### src/rtl/regfile_2r1w.sv
// DEPTH x WIDTH register file: two registered read ports with write-first bypass,
// one write port, optional hardwired-zero entry 0 and a sequenced clear-all.
//
// state   | meaning
// S_IDLE  | normal read/write operation, busy low
// S_CLEAR | zeroing entry[idx] each cycle, writes and clr ignored, busy high
module regfile_2r1w #(
  parameter int WIDTH    = 8,
  parameter int DEPTH    = 8,
  parameter int AW       = 3,
  parameter int ZERO_REG = 1
) (
  input  logic             i_clk,
  input  logic             i_rst,
  input  logic             i_we,
  input  logic [AW-1:0]    i_waddr,
  input  logic [WIDTH-1:0] i_wdata,
  input  logic             i_re_a,
  input  logic [AW-1:0]    i_raddr_a,
  output logic [WIDTH-1:0] o_rdata_a,
  input  logic             i_re_b,
  input  logic [AW-1:0]    i_raddr_b,
  output logic [WIDTH-1:0] o_rdata_b,
  input  logic             i_clr,
  output logic             o_busy
);

  typedef enum logic {S_IDLE = 1'b0, S_CLEAR = 1'b1} state_t;

  localparam int         LAST     = DEPTH - 1;
  localparam logic [AW:0] DEPTH_W = DEPTH[AW:0];
  localparam logic [AW:0] LAST_W  = LAST[AW:0];

  state_t           r_state;
  state_t           w_state_nxt;
  logic [AW:0]      r_idx;
  logic [AW:0]      w_idx_nxt;
  logic             r_busy;
  logic [WIDTH-1:0] r_mem [DEPTH];
  logic [WIDTH-1:0] r_rdata_a;
  logic [WIDTH-1:0] r_rdata_b;

  logic             w_wr_req;
  logic             w_mem_we;
  logic [AW-1:0]    w_mem_addr;
  logic [WIDTH-1:0] w_mem_wdata;
  logic             w_byp_en;
  logic             w_rd_a_ok;
  logic             w_rd_b_ok;
  logic [WIDTH-1:0] w_rd_a;
  logic [WIDTH-1:0] w_rd_b;

  // A write is legal only in range and not aimed at the hardwired-zero entry.
  assign w_wr_req  = i_we && ({1'b0, i_waddr} < DEPTH_W)
                     && !((ZERO_REG != 0) && (i_waddr == '0));
  assign w_rd_a_ok = ({1'b0, i_raddr_a} < DEPTH_W)
                     && !((ZERO_REG != 0) && (i_raddr_a == '0));
  assign w_rd_b_ok = ({1'b0, i_raddr_b} < DEPTH_W)
                     && !((ZERO_REG != 0) && (i_raddr_b == '0));

  // State register
  always_ff @(posedge i_clk) begin
    if (i_rst) begin
      r_state <= S_IDLE;
      r_idx   <= '0;
      r_busy  <= 1'b0;
    end else begin
      r_state <= w_state_nxt;
      r_idx   <= w_idx_nxt;
      r_busy  <= (w_state_nxt == S_CLEAR);
    end
  end

  // Next-state logic
  always_comb begin
    w_state_nxt = r_state;
    case (r_state)
      S_IDLE:  if (i_clr) w_state_nxt = S_CLEAR;
      S_CLEAR: if (r_idx == LAST_W) w_state_nxt = S_IDLE;
      default: w_state_nxt = S_IDLE;
    endcase
  end

  // Output / datapath control
  always_comb begin
    w_mem_we    = 1'b0;
    w_mem_addr  = i_waddr;
    w_mem_wdata = i_wdata;
    w_idx_nxt   = r_idx;
    w_byp_en    = 1'b0;
    case (r_state)
      S_IDLE: begin
        w_mem_we = w_wr_req;
        w_byp_en = w_wr_req;
        if (i_clr) w_idx_nxt = '0;
      end
      S_CLEAR: begin
        w_mem_we    = 1'b1;
        w_mem_addr  = r_idx[AW-1:0];
        w_mem_wdata = '0;
        w_idx_nxt   = r_idx + 1'b1;
      end
      default: ;
    endcase
  end

  always_comb begin
    w_rd_a = '0;
    w_rd_b = '0;
    if (w_rd_a_ok) w_rd_a = (w_byp_en && (i_waddr == i_raddr_a)) ? i_wdata : r_mem[i_raddr_a];
    if (w_rd_b_ok) w_rd_b = (w_byp_en && (i_waddr == i_raddr_b)) ? i_wdata : r_mem[i_raddr_b];
  end

  always_ff @(posedge i_clk) begin
    if (i_rst) begin
      for (int i = 0; i < DEPTH; i++) r_mem[i] <= '0;
    end else if (w_mem_we) begin
      r_mem[w_mem_addr] <= w_mem_wdata;
    end
  end

  always_ff @(posedge i_clk) begin
    if (i_rst) begin
      r_rdata_a <= '0;
      r_rdata_b <= '0;
    end else begin
      if (i_re_a) r_rdata_a <= w_rd_a;
      if (i_re_b) r_rdata_b <= w_rd_b;
    end
  end

  assign o_rdata_a = r_rdata_a;
  assign o_rdata_b = r_rdata_b;
  assign o_busy    = r_busy;

endmodule

### config.mk
export PLATFORM = sky130hd
export DESIGN_NAME = regfile_2r1w
export DESIGN_NICKNAME = d
export VERILOG_FILES = /design/src/rtl/regfile_2r1w.sv
export SDC_FILE = /design/constraint.sdc
export NUM_CORES = 1
export LEC_CHECK = 0
export BUFFER_PORTS_ARGS = -buffer_cell sky130_fd_sc_hd__buf_2
export CAP_MARGIN = 5
export CORE_UTILIZATION = 25
export CTS_BUF_LIST = sky130_fd_sc_hd__clkbuf_16
export DETAILED_ROUTE_END_ITERATION = 7
export PLACE_DENSITY_LB_ADDON = 0.3
export SLEW_MARGIN = 20
export SYNTH_ARGS = -nofsm -noshare
export SYNTH_HDL_FRONTEND = slang
export SYNTH_SLANG_ARGS = --single-unit
### constraint.sdc
create_clock -name i_clk -period 4.1 [get_ports i_clk]
set_clock_uncertainty 0.2 [all_clocks]
set_input_delay 0.82 -clock i_clk [delete_from_list [all_inputs] [get_ports i_clk]]
set_output_delay 0.82 -clock i_clk [all_outputs]
set_load 0.03 [all_outputs]
==> impl_metrics.env <==
export IMPL_grt_pass1_wl_um=16200
export IMPL_p_comb_frac=0.117
export IMPL_powerDensity_mw_per_mm2=409
export IMPL_post_drt_wl_per_cell_um=17.0
export IMPL_gp_congestion=0.771
export IMPL_grt_start_max_net_pins=32
export IMPL_diodes=0
export IMPL_drc_errors=0
export IMPL_grtUsageTotal=0.118
export IMPL_cts_tree="done"
export IMPL_async_reset_ff_frac=0
export IMPL_clkSinkCount=85
export IMPL_grt_pass1_vias=2869
export IMPL_io_pins=40
export IMPL_instances_no_fill=593
export IMPL_fin_crit_sh=0.646
export IMPL_synth_edf_count=64
export IMPL_critPathArrivalTime_ns=2.44
export IMPL_total_power_mw=2.06
export IMPL_setup_violations=0
export IMPL_ys_top_cells_by_area="edfxtp_1 (44%), mux4_2 (13%), dfxtp_1 (9.7%)"
export IMPL_relSlewSlack=0.403
export IMPL_drt_iter0_drc=255
export IMPL_ys_seq_elements=85
export IMPL_finalCriticalPeriod_ns=2.65
export IMPL_ys_flop_type="edfxtp_1"
export IMPL_initial_utilization=0.259
export IMPL_drive_above_1_share=0.247
export IMPL_finalHoldViolCount=0
export IMPL_io_buffer_count=39
export IMPL_hold_path_class="flop to flop"
export IMPL_post_cts_setup_buffers=0
export IMPL_synth_top_area_cell="edfxtp_1"
export IMPL_cts_buffers=9
export IMPL_htreeDepth=3
export IMPL_dieArea_sq_mm=0.0179
export IMPL_synth_cell_types=43
export IMPL_path_max_fanout=31
export IMPL_cts_hold_repair_buffers=0
export IMPL_fin_nets=392
export IMPL_synth_warnings=0
export IMPL_setup_tns_final_ns=0
export IMPL_clockBufferDepth=2
export IMPL_root_buffer="clkbuf_16"
export IMPL_place_hpwl_um=7840
export IMPL_maxSlewViolCount=0
export IMPL_drt_wl_total_um=10100
export IMPL_overflow=0
export IMPL_pwr_share_seq=0.489
export IMPL_critPathKind="flop to flop"
export IMPL_viasPerCell=4.84
export IMPL_fp_dieW_um=134
export IMPL_syn_avg_cell_area_sq_um=13.1
export IMPL_grt_antenna_before_repair=0
export IMPL_status="finished clean"
export IMPL_p_leak_nw=1.81
export IMPL_critPathRequiredTime_ns=3.89
export IMPL_vias=2871
export IMPL_swShare=0.268
export IMPL_cts_resized=0
export IMPL_areaGrowthSynthToFinish_pct=15.7
export IMPL_clk_latency_ns=0.34
export IMPL_syn_area_sq_mm=0.00434
export IMPL_drt_pass1_iter_count=4
export IMPL_start_kind="flop"
export IMPL_fmax_ghz=0.377
export IMPL_p_clk_frac=0.394
export IMPL_antenna_left=0
export IMPL_dpl_cell_count=577
export IMPL_switchingPower_uw=550
export IMPL_core_area_sq_mm=0.0168
export IMPL_clk_pin_slew_ns=0.07
export IMPL_fillers=1695
export IMPL_rsz0062_at_grt="false"
export IMPL_syn_inst=332
export IMPL_ir_worst_vdd_mv=0.231
export IMPL_max_cap_violations=0
export IMPL_synth_top_cell_area_share=0.443
export IMPL_row_count=47
export IMPL_die_height_um=134
export IMPL_worst_pin_slew_ns=0.894
export IMPL_yosysSeqAreaShare=0.539
export IMPL_power_internal_mw=1.50
export IMPL_cp_end_kind="flop"
==> flip-flops by register name, summed over array words and instances (netlist names) <==
name	count
o_busy	1
o_rdata_a	8
o_rdata_b	8
r_idx	4
r_mem	64
==> worst max-delay path, stage by stage, from the launching register on <==
cell	delay (ns)
dfxtp_1	0.91
nand2_1	0.12
a21oi_1	0.32
nand2_1	0.33
nand2_1	0.43
==> stage by stage <==
step                hold slack, ns   util  cell area [sq um]  setup slack, ns
CTS                          0.269  0.300               5020             1.44
global placement             0.248  0.282               4730             1.31
detailed placement           0.254  0.282               4730             1.28
global route                 0.301  0.300               5020             1.25
finish                       0.266  0.300               5020             1.45
floorplan                    0.298      -               4370             1.55
==> path summary, 6_finish.rpt <==
path,cells past startpoint,from,slack (ns),to
max,4,o_busy$_SDFF_PP0_,1.45,r_mem[7][4]$_SDFFCE_PN0P_
min,2,o_rdata_a[7]$_SDFFE_PP0P_,0.27,o_rdata_a[7]$_SDFFE_PP0P_
max reg2reg,4,o_busy$_SDFF_PP0_,1.45,r_mem[7][4]$_SDFFCE_PN0P_
min reg2reg,2,o_rdata_a[7]$_SDFFE_PP0P_,0.27,o_rdata_a[7]$_SDFFE_PP0P_
==> cell usage in the layout (no fill, tap or decap), types with 6 or more instances in the layout <==
cell and instances:
mux4_1 7, nand4_1 8, conb_1 8, mux4_2 25
mux2i_1 7, clkbuf_16 9, edfxtp_1 64, xnor2_1 6
a21oi_1 7, dfxtp_1 21, o211ai_1 8, and2_1 8
nand2b_1 11, buf_2 39, nand3_1 8, nand2_1 21
mux2_2 10, a221o_1 8, nor2_1 63
==> cell usage after synthesis (2+ instances only) <==
library cell  number
edfxtp_1          64
nor2_1            63
mux4_2            25
dfxtp_1           21
nand2_1           21
clkbuf_1          13
nand2b_1          11
mux2_2            10
a221o_1            8
and2_1             8
nand3_1            8
nand4_1            8
o211ai_1           8
a21oi_1            7
mux2i_1            7
mux4_1             7
xnor2_1            6
buf_2              4
o21ai_0            4
nand3b_1           3
buf_1              2
nor2b_1            2
nor3_1             2
==> metal layers <==
layer	up-vias	part of all wire	global-route usage
li1	1343	-	-
met1	1430	0.45	0.154
met2	88	0.50	0.201
met3	10	0.038	0.0147
met4	0	0.015	0.0455
met5	-	0	0
==> area by class of cell <==
cell class | count | area [sq um] | area share
tap | 220 | 275 | 0.0548
sequential | 85 | 2340 | 0.466
clock buffer | 9 | 225 | 0.0448
inverter | 2 | 7.51 | 0.00149
timing repair buffer | 39 | 195 | 0.0388
clock inverter | 7 | 68.8 | 0.0137
multi-input combinational | 231 | 1910 | 0.380
==> power by group through the flow <==
stage / logic [mW] / registers (mW) / clock network, mW
after floorplan: 0.165 / 1.03 / 0
after global placement: 0.239 / 1.02 / 0
after detailed placement: 0.242 / 1.02 / 0
after CTS: 0.243 / 1.00 / 0.821
after global routing: 0.263 / 1.01 / 0.852
final: 0.241 / 1.00 / 0.810
==> logic make-up after synthesis <==
logic type | synth area share
and+or+nand+nor | 0.139
DFF | 0.539
xor gates and xnor gates | 0.0121
adders and majority gates | 0.00288
AOI/OAI and AO/OA | 0.0651
buffers and inverters | 0.0265
other | 0.000864
muxes | 0.214
Note: power is estimated with default switching activity, not from simulation.
